===== config.mk =====
export PLATFORM = sky130hd
export DESIGN_NAME = unaligned_lsu
export DESIGN_NICKNAME = d
export VERILOG_FILES = /design/src/rtl/unaligned_lsu.sv
export SDC_FILE = /design/constraint.sdc
export NUM_CORES = 1
export LEC_CHECK = 0
export CORE_UTILIZATION = 53
export CTS_BUF_LIST = sky130_fd_sc_hd__clkbuf_2 sky130_fd_sc_hd__clkbuf_4 sky130_fd_sc_hd__clkbuf_8
export CTS_CLUSTER_SIZE = 30
export DETAILED_ROUTE_END_ITERATION = 10
export PLACE_DENSITY = 0.83
export SYNTH_ARGS = -nofsm -noshare
export SYNTH_HDL_FRONTEND = slang
export SYNTH_SLANG_ARGS = --single-unit

===== constraint.sdc =====
create_clock -name clk -period 3.46 [get_ports clk]
set_input_delay 0.692 -clock clk [delete_from_list [all_inputs] [get_ports clk]]
set_output_delay 0.692 -clock clk [all_outputs]
set_load 0.05 [all_outputs]

===== src/rtl/unaligned_lsu.sv =====
// Load/store alignment unit: turns one LSU operation into one or two aligned
// bus beats and merges the returned bytes into the register value.
module unaligned_lsu #(
   parameter int DATA_W   = 32,
   parameter int ADDR_W   = 32,
   parameter int SPLIT_EN = 0
) (
   input  logic                clk,
   input  logic                resetn,
   input  logic                req_valid,
   output logic                req_ready,
   input  logic [2:0]          req_op,
   input  logic [1:0]          req_size,
   input  logic [ADDR_W-1:0]   req_addr,
   input  logic [DATA_W-1:0]   req_rt,
   output logic                bus_req_valid,
   input  logic                bus_req_ready,
   output logic                bus_wr,
   output logic [ADDR_W-1:0]   bus_addr,
   output logic [DATA_W/8-1:0] bus_wstrb,
   output logic [DATA_W-1:0]   bus_wdata,
   input  logic                bus_resp_valid,
   input  logic [DATA_W-1:0]   bus_rdata,
   output logic                resp_valid,
   input  logic                resp_ready,
   output logic [DATA_W-1:0]   resp_data,
   output logic [DATA_W/8-1:0] resp_be,
   output logic                resp_err
);
   // state | meaning
   // IDLE  | waiting for a request
   // REQ1  | first (or only) beat offered on the bus
   // WAIT1 | waiting for first beat response
   // REQ2  | second beat of a split access offered
   // WAIT2 | waiting for second beat response
   // RESP  | result held until resp_ready
   localparam int NB = DATA_W / 8;
   localparam int OB = $clog2(NB);
   localparam logic [NB-1:0] ONES = '1;
   localparam logic [2:0] OP_LOAD_S = 3'd0, OP_LOAD_U = 3'd1, OP_LOAD_RIGHT = 3'd3,
                          OP_STORE = 3'd4, OP_STORE_LEFT = 3'd5, OP_STORE_RIGHT = 3'd6,
                          OP_LOAD_LEFT = 3'd2, OP_ILL = 3'd7;

   typedef enum logic [2:0] {S_IDLE, S_REQ1, S_WAIT1, S_REQ2, S_WAIT2, S_RESP} state_t;

   state_t              state_q, state_d;
   logic [2:0]          op_q, op_d;
   logic [1:0]          size_q, size_d;
   logic [ADDR_W-1:0]   addr_q, addr_d;
   logic [DATA_W-1:0]   rt_q, rt_d, rdata1_q, rdata1_d;
   logic                req_ready_q, req_ready_d, bus_req_valid_q, bus_req_valid_d;
   logic                bus_wr_q, bus_wr_d, resp_valid_q, resp_valid_d, resp_err_q, resp_err_d;
   logic [ADDR_W-1:0]   bus_addr_q, bus_addr_d;
   logic [NB-1:0]       bus_wstrb_q, bus_wstrb_d, resp_be_q, resp_be_d;
   logic [DATA_W-1:0]   bus_wdata_q, bus_wdata_d, resp_data_q, resp_data_d;

   logic [2:0]          cur_op;
   logic [1:0]          cur_size;
   logic [ADDR_W-1:0]   cur_addr, base_addr;
   logic [DATA_W-1:0]   cur_rt, rd_lo, rd_hi, merged, ext, ld_val, ld_data, bemask;
   logic [2*NB-1:0]     strb2;
   logic [2*DATA_W-1:0] wdata2;
   logic [NB-1:0]       ld_be;
   logic                is_plain, is_load, is_left, is_right, req_err, split, sign_bit;
   int                  off_i, n_i;

   // In IDLE the request is decoded straight from the inputs; afterwards from the latched copy.
   always_comb begin
      cur_op    = (state_q == S_IDLE) ? req_op   : op_q;
      cur_size  = (state_q == S_IDLE) ? req_size : size_q;
      cur_addr  = (state_q == S_IDLE) ? req_addr : addr_q;
      cur_rt    = (state_q == S_IDLE) ? req_rt   : rt_q;
      off_i     = int'(cur_addr[OB-1:0]);
      n_i       = 1 << cur_size;
      is_plain  = (cur_op == OP_LOAD_S) || (cur_op == OP_LOAD_U) || (cur_op == OP_STORE);
      is_load   = (cur_op <= OP_LOAD_RIGHT);
      is_left   = (cur_op == OP_LOAD_LEFT) || (cur_op == OP_STORE_LEFT);
      is_right  = (cur_op == OP_LOAD_RIGHT) || (cur_op == OP_STORE_RIGHT);
      req_err   = (cur_op == OP_ILL) || (is_plain && n_i > NB) ||
                  (SPLIT_EN == 0 && is_plain && (off_i & (n_i - 1)) != 0);
      split     = (SPLIT_EN != 0) && is_plain && (off_i + n_i > NB);
      base_addr = {cur_addr[ADDR_W-1:OB], {OB{1'b0}}};

      if (is_left)
         strb2 = {{NB{1'b0}}, ONES >> (NB - 1 - off_i)};
      else if (is_right)
         strb2 = {{NB{1'b0}}, ONES << off_i};
      else
         strb2 = (~({2*NB{1'b1}} << n_i)) << off_i;
      if (is_left)
         wdata2 = {{DATA_W{1'b0}}, cur_rt >> (8 * (NB - 1 - off_i))};
      else
         wdata2 = {{DATA_W{1'b0}}, cur_rt} << (8 * off_i);

      rd_lo    = (state_q == S_WAIT2) ? rdata1_q  : bus_rdata;
      rd_hi    = (state_q == S_WAIT2) ? bus_rdata : '0;
      merged   = (rd_lo >> (8 * off_i)) | (rd_hi << (8 * (NB - off_i)));
      sign_bit = 1'b0;
      for (int b = 0; b < NB; b++)
         if (b == n_i - 1) sign_bit = merged[8*b+7];
      ext = '0;
      for (int b = 0; b < NB; b++)
         ext[8*b +: 8] = (b < n_i) ? merged[8*b +: 8] : {8{sign_bit & (cur_op == OP_LOAD_S)}};

      if (cur_op == OP_LOAD_LEFT) begin
         ld_val = rd_lo << (8 * (NB - 1 - off_i));
         ld_be  = ONES << (NB - 1 - off_i);
      end else if (cur_op == OP_LOAD_RIGHT) begin
         ld_val = rd_lo >> (8 * off_i);
         ld_be  = ONES >> off_i;
      end else if (is_load) begin
         ld_val = ext;
         ld_be  = ONES;
      end else begin
         ld_val = '0;
         ld_be  = '0;
      end
      bemask = '0;
      for (int b = 0; b < NB; b++) bemask[8*b +: 8] = {8{ld_be[b]}};
      ld_data = is_load ? ((ld_val & bemask) | (cur_rt & ~bemask)) : '0;
   end

   always_comb begin
      state_d         = state_q;
      op_d            = op_q;
      size_d          = size_q;
      addr_d          = addr_q;
      rt_d            = rt_q;
      rdata1_d        = rdata1_q;
      bus_req_valid_d = bus_req_valid_q;
      bus_wr_d        = bus_wr_q;
      bus_addr_d      = bus_addr_q;
      bus_wstrb_d     = bus_wstrb_q;
      bus_wdata_d     = bus_wdata_q;
      resp_valid_d    = resp_valid_q;
      resp_data_d     = resp_data_q;
      resp_be_d       = resp_be_q;
      resp_err_d      = resp_err_q;
      case (state_q)
         S_IDLE: if (req_valid && req_ready_q) begin
            op_d   = req_op;
            size_d = req_size;
            addr_d = req_addr;
            rt_d   = req_rt;
            if (req_err) begin
               state_d      = S_RESP;
               resp_valid_d = 1'b1;
               resp_err_d   = 1'b1;
               resp_be_d    = '0;
               resp_data_d  = '0;
            end else begin
               state_d         = S_REQ1;
               bus_req_valid_d = 1'b1;
               bus_wr_d        = !is_load;
               bus_addr_d      = base_addr;
               bus_wstrb_d     = strb2[NB-1:0];
               bus_wdata_d     = wdata2[DATA_W-1:0];
            end
         end
         S_REQ1: if (bus_req_ready) begin
            bus_req_valid_d = 1'b0;
            state_d         = S_WAIT1;
         end
         S_WAIT1: if (bus_resp_valid) begin
            if (split) begin
               rdata1_d        = bus_rdata;
               state_d         = S_REQ2;
               bus_req_valid_d = 1'b1;
               bus_addr_d      = base_addr + ADDR_W'(NB);
               bus_wstrb_d     = strb2[2*NB-1:NB];
               bus_wdata_d     = wdata2[2*DATA_W-1:DATA_W];
            end else begin
               state_d      = S_RESP;
               resp_valid_d = 1'b1;
               resp_err_d   = 1'b0;
               resp_be_d    = ld_be;
               resp_data_d  = ld_data;
            end
         end
         S_REQ2: if (bus_req_ready) begin
            bus_req_valid_d = 1'b0;
            state_d         = S_WAIT2;
         end
         S_WAIT2: if (bus_resp_valid) begin
            state_d      = S_RESP;
            resp_valid_d = 1'b1;
            resp_err_d   = 1'b0;
            resp_be_d    = ld_be;
            resp_data_d  = ld_data;
         end
         S_RESP: if (resp_ready) begin
            resp_valid_d = 1'b0;
            state_d      = S_IDLE;
         end
         default: state_d = S_IDLE;
      endcase
      req_ready_d = (state_d == S_IDLE);
   end

   always_ff @(posedge clk) begin
      if (!resetn) begin
         state_q         <= S_IDLE;
         op_q            <= '0;
         size_q          <= '0;
         addr_q          <= '0;
         rt_q            <= '0;
         rdata1_q        <= '0;
         req_ready_q     <= 1'b0;
         bus_req_valid_q <= 1'b0;
         bus_wr_q        <= 1'b0;
         bus_addr_q      <= '0;
         bus_wstrb_q     <= '0;
         bus_wdata_q     <= '0;
         resp_valid_q    <= 1'b0;
         resp_data_q     <= '0;
         resp_be_q       <= '0;
         resp_err_q      <= 1'b0;
      end else begin
         state_q         <= state_d;
         op_q            <= op_d;
         size_q          <= size_d;
         addr_q          <= addr_d;
         rt_q            <= rt_d;
         rdata1_q        <= rdata1_d;
         req_ready_q     <= req_ready_d;
         bus_req_valid_q <= bus_req_valid_d;
         bus_wr_q        <= bus_wr_d;
         bus_addr_q      <= bus_addr_d;
         bus_wstrb_q     <= bus_wstrb_d;
         bus_wdata_q     <= bus_wdata_d;
         resp_valid_q    <= resp_valid_d;
         resp_data_q     <= resp_data_d;
         resp_be_q       <= resp_be_d;
         resp_err_q      <= resp_err_d;
      end
   end

   assign req_ready     = req_ready_q;
   assign bus_req_valid = bus_req_valid_q;
   assign bus_wr        = bus_wr_q;
   assign bus_addr      = bus_addr_q;
   assign bus_wstrb     = bus_wstrb_q;
   assign bus_wdata     = bus_wdata_q;
   assign resp_valid    = resp_valid_q;
   assign resp_data     = resp_data_q;
   assign resp_be       = resp_be_q;
   assign resp_err      = resp_err_q;
endmodule


After elaboration in Yosys (flattened, before gate mapping) --
Index checks and enable logic that the tools add are counted.
Storage, ports and cells: bits in registers 179, latch bits 0, RAM bits 0, ROM bits 0, output and inout port bits 109, memories 0
Cells by class: add/subtract/negate cells 3, multiply operators 0, div/mod/pow operators 0, $lt $le $gt $ge 6, equal/unequal tests 21, shift operators 12, mux-type cells 50, bitwise gates (word level) 9, reductions and logical operators 25
Operator list (number):
- $mux 32 | 12
- $and 32x32->32 | 2
- $eq 3x32->1 const A | 2
- $lt 3x32->1 const A | 2
- $or 32x32->32 | 2
- $pmux 32 s2 | 1
- $shl 32x32->32 | 2
- $and 3x32->32 | 1
- $eq 2x32->1 const A | 1
- $gt 32x4->1 const B | 1
- $logic_not 32->1 | 1
- $lt 1x32->1 const A | 1
- $lt 2x32->1 const A | 1
- $mux 4 | 8
- $mux 8 | 4
- $not 32->32 | 1
- $reduce_bool 32->1 | 1
- $shl 1x2->32 const A | 1
- $shl 32x5->32 | 1
- $shl 4x32->4 const A | 1
- $shl 8x32->8 const A | 1
- $shr 32x32->32 | 1
- $shr 32x5->32 | 1
- $shr 4x32->4 const A | 1
- other kinds (33) | 76

Longest topological paths before layout --
Gate-level depths: netlist of run 1.
depth in word-level cells 19, depth in mapped cells 12, gate-level depth less buffers 6

Worst setup path after synthesis of run 1 --
Ideal clock, no wire load.
path kind input to register, from in req_addr[0], to reg resp_data_q[27] (netlist: resp_data[27]), library setup time 0.118 ns, arrival time 2.756 ns, data required time 3.342 ns, slack 0.586 ns, stages on the path 9, buffers on the path 3, path through clkbuf_1 > or4b_1 > clkbuf_1 > nand2_1 > buf_2 > mux2_2 > a221oi_1 > o31a_1 > o2bb2ai_1
On the way: cells in the longest elaborated chain, start to end 18, elaborated cells on any way between the ends 33
Ends and longest elaborated chain:
- start: declaration | line 14 | input logic [ADDR_W-1:0] req_addr,
- $mux 32 * | line 71 | cur_addr = (state_q == S_IDLE) ? req_addr : addr_q;
- $sub 3x2->4 | line 97 | merged = (rd_lo >> (8 * off_i)) | (rd_hi << (8 * (NB - off_i)));
- $shl 32x32->32 | line 97
- $or 32x32->32 | line 97
- $mux 1 (4 in series) | line 100 | if (b == n_i - 1) sign_bit = merged[8*b+7];
- $and 1x1->1 | line 103 | ext[8*b +: 8] = (b < n_i) ? merged[8*b +: 8] : {8{sign_bit & (cur_op == OP_LOAD_S)}};
- $mux 8 | line 103
- $mux 32 | line 111 | end else if (is_load) begin
- $mux 32 | line 108 | end else if (cur_op == OP_LOAD_RIGHT) begin
- $mux 32 | line 105 | if (cur_op == OP_LOAD_LEFT) begin
- $and 32x32->32 | line 120 | ld_data = is_load ? ((ld_val & bemask) | (cur_rt & ~bemask)) : '0;
- $or 32x32->32 | line 120
- $mux 32 | line 120
- $mux 32 | line 164 | S_WAIT1: if (bus_resp_valid) begin
- $pmux 32 s2 | line 139 | case (state_q)
- end signal: assignment | line 232 | resp_data_q <= resp_data_d;
- end: declaration | line 55 | logic [DATA_W-1:0] bus_wdata_q, bus_wdata_d, resp_data_q, resp_data_d;
Every way passes the cells marked *; elsewhere a longest branch is shown, timed or not. The select of a mux whose other input is x is not followed. A chain may end at the register's enable or synchronous reset.

Final worst setup path of run 1 --
from reg state_q[2], to reg resp_data_q[9] (netlist: resp_data[9])
On the way: cells in the longest elaborated chain, start to end 19, elaborated cells on any way between the ends 65
Ends and longest elaborated chain:
- start: declaration | line 46 | state_t state_q, state_d;
- start signal: assignment | line 219 | state_q <= state_d;
- $logic_not 3->1
- $mux 2 / $mux 32 (equally long branches) | line 70, 71
- $shl 1x2->32 / $sub 3x2->4 (equally long branches) | line 74, 97
- $sub 32x2->32 / $shl 32x32->32 (equally long branches) | line 80, 100, 97
- $logic_not 32->1 / $or 32x32->32 (equally long branches) | line 100, 97
- $mux 1 (4 in series) | line 100
- $and 1x1->1 | line 103
- $mux 8 | line 103
- $mux 32 | line 111
- $mux 32 | line 108
- $mux 32 | line 105
- $and 32x32->32 | line 120
- $or 32x32->32 | line 120
- $mux 32 | line 120
- $mux 32 | line 164
- $pmux 32 s2 | line 139
Parallel ways exist; a longest one is shown, timed or not. The select of a mux whose other input is x is not followed.

==> flow_metrics.py, run 1 <==
metrics = {
    "clock_tree": {
        "htreeDepth": 4,
        "cts_root_buf": "clkbuf_8",
        "cts.clk_slew.worst_paths_ns": 0.09,
        "cts_tree": "yes",
        "cts_buffers": 17,
        "ctsHoldBuffers": 0,
        "insertion_delay_ns": 0.48,
        "cts_sinks": 149,
        "post_cts_buffers": 0,
        "cts_resized": 0,
        "clock_path_buffers": 2,
    },
    "power_and_ir_drop": {
        "power_density_nw_per_um2": 591,
        "vdd_drop_max_uv": 347,
        "p_leak_nw": 5.07,
        "power.total_mw": 7.84,
    },
    "route": {
        "drt-initial-drc-count": 1521,
        "vias_per_cell": 6.70,
        "wire_per_inst_um": 23.6,
        "drc": 0,
        "routed_wl_um": 40400,
        "dr.pass1.iters": 8,
        "ant_nets": 0,
        "vias": 11500,
    },
    "worst_setup_path": {
        "cp-start-kind": "flop",
        "path_depth": 9,
        "crit_chain": "buf_4 > or3_1 > mux2i_2 > buf_4 > nor2_1 > o31ai_1 > buf_4 > o221ai_1 > a22o_1",
        "crit_path_frequent_cell": "buf_4",
        "crit_slowest_cell": "or3_1",
        "worstRegToRegCells": 9,
        "critical_path.max_stage_delay_ns": 0.64,
        "criticalPathCategory": "reg2reg",
        "crit_path_max_fanout": 21,
        "endpoint_kind": "flop",
        "crit_buf_inv": 3,
        "worst_ep_arrival_time_ns": 3.58,
        "critical-path-top-delay-family": "buffers and inverters",
        "required_ns": 3.84,
    },
    "synth": {
        "yosys-top-cells-area": "dfxtp_1 29%, mux2i_1 13%, nand2_1 7.6%, a21boi_0 5.5%, a21oi_1 3.7%",
        "synth_top_area_share_pct": 29.4,
        "synth-edff-count": 0,
        "avgSynthCellArea_um2": 8.10,
        "yosys_warnings": 0,
        "yosysSeqAreaShare_pct": 29.4,
        "synth_ff_type": "dfxtp_1",
        "synth_cells": 1252,
        "ys_types": 76,
        "syn_area_um2": 10100,
        "ys_seq_elements": 149,
        "synthArstFlopShare_pct": 0,
        "synth_top_cell_by_area": "dfxtp_1",
    },
    "sta": {
        "fmax_mhz": 313,
        "tns_ns": 0,
        "slew-limit-headroom_pct": 19.1,
        "slew_violations": 0,
        "setup_viol": 0,
        "fin_crit_sh_pct": 92.4,
        "skew_ns": 0.0156,
        "min_period_ns": 3.20,
        "finalHoldViolations": 0,
        "worst_pin_slew_ns": 1.21,
        "rsz0062_at_grt": "false",
    },
    "job": {
        "cap_violations": 0,
    },
    "min_path": {
        "hold_depth": 2,
        "min_path_type": "reg2reg",
    },
    "placement": {
        "numPortBuffers": 213,
        "gp_congestion": 1.00,
        "dp.final_hpwl_um": 29100,
    },
    "layout": {
        "layout_common_cells": "212 x clkdlybuf4s50_1, 206 x nand2_1, 149 x dfxtp_1",
        "layout-drive-gt1-share_pct": 12.8,
        "area.growth.synth_to_final_pct": 30.9,
        "final_common_cell": "clkdlybuf4s50_1",
        "nNetsFinal": 1570,
        "diodes": 0,
    },
    "floorplan": {
        "die_w_um": 140,
        "dieArea_um2": 19700,
        "core_um2": 18700,
        "row_count": 50,
        "initial_utilization_pct": 54.2,
        "io_pins": 216,
        "dieHeight_um": 140,
    },
    "global_route": {
        "grt_pass1_wl_um": 61200,
        "grt_max_degree": 88,
        "grt-ovfl-total": 0,
        "antenna_found_initial": 1,
        "grt_pass1_vias": 10600,
        "track_usage_pct": 40.4,
    },
    "outcome": {
        "status": "complete, no violations",
    },
}
==> logic make-up (layout without fill, tap and decap cells) <==
family | Yosys count | count (layout) | share of synthesized area, %
xor+xnor | 2 | 2 | 0.173
buf+inv | 127 | 350 | 5.60
flops | 149 | 149 | 29.4
mux | 160 | 160 | 16.6
compound gates | 437 | 437 | 31.3
simple gates | 376 | 376 | 16.9
other cells | 1 | 2 | 0.0370
==> metal layers <==
layer	vias to the layer above	track usage, %	wire [um]
li1	5117	-	-
met1	5395	51.4	15900
met2	787	62.9	18200
met3	157	9.26	4110
met4	2	22.7	2190
met5	-	0	13
==> synthesized netlist by cell type, drive strengths merged (21+ instances only) <==
cell,instances
a21boi,85
a21oi,76
a22o,21
buf,53
clkbuf,71
dfxtp,149
mux2,27
mux2i,130
nand2,206
nand3,35
nor2,37
nor3,32
o211ai,25
o21ai,61
==> worst reg2reg max path, stage by stage, from the launching register on <==
cell and delay (ns):
dfxtp_1 0.38, buf_4 0.28, or3_1 0.65, mux2i_2 0.54, buf_4 0.27, nor2_1 0.06
o31ai_1 0.22, buf_4 0.21, o221ai_1 0.23, a22o_1 0.27
==> flip-flops by register name, summed over array words and instances (netlist names) <==
register,count
bus_addr,30
state_q,3
bus_wr,1
bus_wstrb,4
req_ready,1
op_q,3
size_q,2
bus_wdata,32
resp_valid,1
addr_q,2
rt_q,32
resp_err,1
resp_data,32
bus_req_valid,1
resp_be,4
==> where the power goes <==
part	leakage (nW)	internal (mW)	switching, mW
registers	1.21	1.91	0.135
logic	3.67	1.64	2.78
clock network	0.184	0.605	0.767
total	5.07	4.16	3.68
==> per-stage QoR <==
step                instance area [um2]  setup WS [ns]  util [%]  instances  hold slack [ns]
CTS                               13300          0.367      71.0       1710            0.458
floorplan                         10200          0.586         -       1253            0.443
global route                      13300          0.188      71.0       1710            0.471
global placement                  12900          0.174      68.9       1678            0.440
finish                            13300          0.263      71.0       1710            0.454
detailed placement                12900         0.0800      68.9       1678            0.446
==> path summary, 6_finish.rpt <==
check / from / end / slack (ns)
setup reg to reg: state_q[2] / resp_data[9] / 0.26
hold / removal: bus_wdata[2] / bus_wdata[2] / 0.45
hold reg to reg: bus_wdata[2] / bus_wdata[2] / 0.45
setup / recovery: state_q[2] / resp_data[9] / 0.26
==> area by class of cell <==
type | count | area (um2)
Inverter | 3 | 11.3
Clock inverter | 13 | 125
Tap cell | 234 | 293
Timing Repair Buffer | 315 | 2980
Fill cell | 1507 | 5430
Sequential cell | 149 | 2980
Multi-Input combinational cell | 977 | 6630
Clock buffer | 19 | 255
(Power assumes the default switching activity.)
==> run 2: changes to the inputs <==
--- a/config.mk
+++ b/config.mk
@@ -5,11 +5,13 @@
 export SDC_FILE = /design/constraint.sdc
 export NUM_CORES = 1
 export LEC_CHECK = 0
-export CORE_UTILIZATION = 53
+export CELL_PAD_IN_SITES_DETAIL_PLACEMENT = 1
+export CELL_PAD_IN_SITES_GLOBAL_PLACEMENT = 1
+export CORE_UTILIZATION = 39
 export CTS_BUF_LIST = sky130_fd_sc_hd__clkbuf_2 sky130_fd_sc_hd__clkbuf_4 sky130_fd_sc_hd__clkbuf_8
 export CTS_CLUSTER_SIZE = 30
 export DETAILED_ROUTE_END_ITERATION = 10
-export PLACE_DENSITY = 0.83
+export PLACE_DENSITY_LB_ADDON = 0.1
 export SYNTH_ARGS = -nofsm -noshare
 export SYNTH_HDL_FRONTEND = slang
 export SYNTH_SLANG_ARGS = --single-unit
==> flow_metrics.py, run 2 (synthesized netlist as in run 1, its figures left out) <==
metrics = {
    "worst_setup_path": {
        "cp-start-kind": "flop",
        "worst_ep_arrival_time_ns": 3.57,
        "required_ns": 3.82,
        "critical-path-top-delay-family": "simple AND/OR/NAND/NOR gates",
        "path_depth": 8,
        "crit_path_frequent_cell": "buf_4",
        "endpoint_kind": "flop",
        "criticalPathCategory": "reg2reg",
        "crit_slowest_cell": "or3_2",
        "worstRegToRegCells": 8,
        "crit_path_max_fanout": 17,
        "critical_path.max_stage_delay_ns": 0.66,
        "crit_buf_inv": 2,
        "crit_chain": "buf_4 > or3_2 > buf_4 > o2111a_1 > or3_1 > a2111oi_0 > a2111o_1 > o211ai_1",
        "ff2ff_setup_slack_ns": 0.24,
    },
    "route": {
        "ant_nets": 0,
        "vias": 11200,
        "drc": 0,
        "routed_wl_um": 45500,
        "dr.pass1.iters": 5,
        "vias_per_cell": 6.20,
        "drt-initial-drc-count": 1055,
        "wire_per_inst_um": 25.1,
    },
    "floorplan": {
        "dieHeight_um": 163,
        "row_count": 58,
        "dieArea_um2": 26700,
        "core_um2": 25300,
        "io_pins": 216,
        "die_w_um": 163,
        "initial_utilization_pct": 40.1,
    },
    "placement": {
        "dp.final_hpwl_um": 34000,
        "numPortBuffers": 213,
        "gp_congestion": 0.975,
        "dp.cells": 1780,
        "place_area_um2": 13100,
        "detailedPlace.worstSlack_ns": -0.135,
    },
    "clock_tree": {
        "cts.clk_slew.worst_paths_ns": 0.10,
        "cts_resized": 0,
        "cts_tree": "yes",
        "post_cts_buffers": 0,
        "cts_sinks": 149,
        "clock_path_buffers": 2,
        "htreeDepth": 4,
        "ctsHoldBuffers": 0,
        "cts_buffers": 17,
        "insertion_delay_ns": 0.49,
        "cts_root_buf": "clkbuf_8",
    },
    "global_route": {
        "antenna_found_initial": 0,
        "grt_pass1_vias": 11300,
        "track_usage_pct": 33.9,
        "grt_max_degree": 77,
        "grt_pass1_wl_um": 68300,
        "grt-ovfl-total": 0,
    },
    "power_and_ir_drop": {
        "vdd_drop_max_uv": 389,
        "internal-power_mw": 4.18,
        "pwr-share-seq_pct": 25.6,
        "p_leak_nw": 5.12,
        "power.total_mw": 8.03,
        "pwr-share-comb_pct": 55.8,
        "clkPwrFrac_pct": 18.6,
        "power_density_nw_per_um2": 596,
        "p_sw_mw": 3.86,
        "p_sw_share_pct": 48.0,
    },
    "layout": {
        "area.growth.synth_to_final_pct": 32.7,
        "layout-drive-gt1-share_pct": 13.3,
        "ff_latch_area_um2": 2980,
        "diodes": 0,
        "fin_util_pct": 53.2,
        "nNetsFinal": 1576,
        "fillerInstances": 2993,
        "finalInstanceArea_um2": 13500,
        "final_common_cell": "clkdlybuf4s50_1",
        "stdcell_count": 1812,
        "layout_common_cells": "212 x clkdlybuf4s50_1, 206 x nand2_1, 149 x dfxtp_1",
        "multiInputGateArea_um2": 6640,
    },
    "sta": {
        "worst_slack_ns": 0.241,
        "fin_hold_ws_ns": 0.457,
        "rsz0062_at_grt": "false",
        "worst_pin_slew_ns": 0.994,
        "skew_ns": 0.0336,
        "finalHoldViolations": 0,
        "min_period_ns": 3.22,
        "setup_viol": 0,
        "slew-limit-headroom_pct": 33.5,
        "fin_crit_sh_pct": 93.0,
        "slew_violations": 0,
        "tns_ns": 0,
        "fmax_mhz": 311,
    },
    "job": {
        "cap_violations": 0,
    },
    "min_path": {
        "hold_depth": 2,
        "min_path_type": "reg2reg",
    },
    "outcome": {
        "status": "complete, no violations",
    },
}
## run 2: cell count changes in the layout (fill, tap and decap cells not counted), sizes merged
cell      before  now
clkinvlp       4    1
inv            7   10
buf          103  109
clkinv         4    5
clkbuf        19   18
## run 2: per-layer routing
metal	GRT usage (%)	part of all wire, %
met1	43.4	43
met2	57.4	48
met3	4.93	5.7
met4	12.7	3.4
met5	0	0
## run 2: path summary, 6_finish.rpt
check | startpoint | end
setup reg to reg | state_q[0] | resp_data[18]
setup / recovery | state_q[0] | resp_data[18]
hold reg to reg | bus_wdata[2] | bus_wdata[2]
hold / removal | bus_wdata[2] | bus_wdata[2]
## run 2: power by group through the flow
stage | combinational [mW] | sequential [mW] | clock [mW]
floorplan | 2.22 | 2.56 | 0
global placement | 4.37 | 2.08 | 0
detailed placement | 4.41 | 2.09 | 0
CTS | 4.43 | 2.05 | 1.53
global route | 4.73 | 2.08 | 1.58
finish | 4.49 | 2.05 | 1.49
## run 2: layout make-up
| cell class | instances | share of cell area, % |
|---|---|---|
| Sequential cell | 149 | 22.1 |
| Timing Repair Buffer | 321 | 22.4 |
| Clock inverter | 14 | 1.21 |
| Inverter | 3 | 0.0836 |
| Multi-Input combinational cell | 977 | 49.3 |
| Tap cell | 330 | 3.07 |
| Clock buffer | 18 | 1.84 |
## run 2: worst min-delay path, stage by stage, from the launching register on
cell and delay, ns:
dfxtp_1 0.32, nand2_1 0.05, a21boi_1 0.05
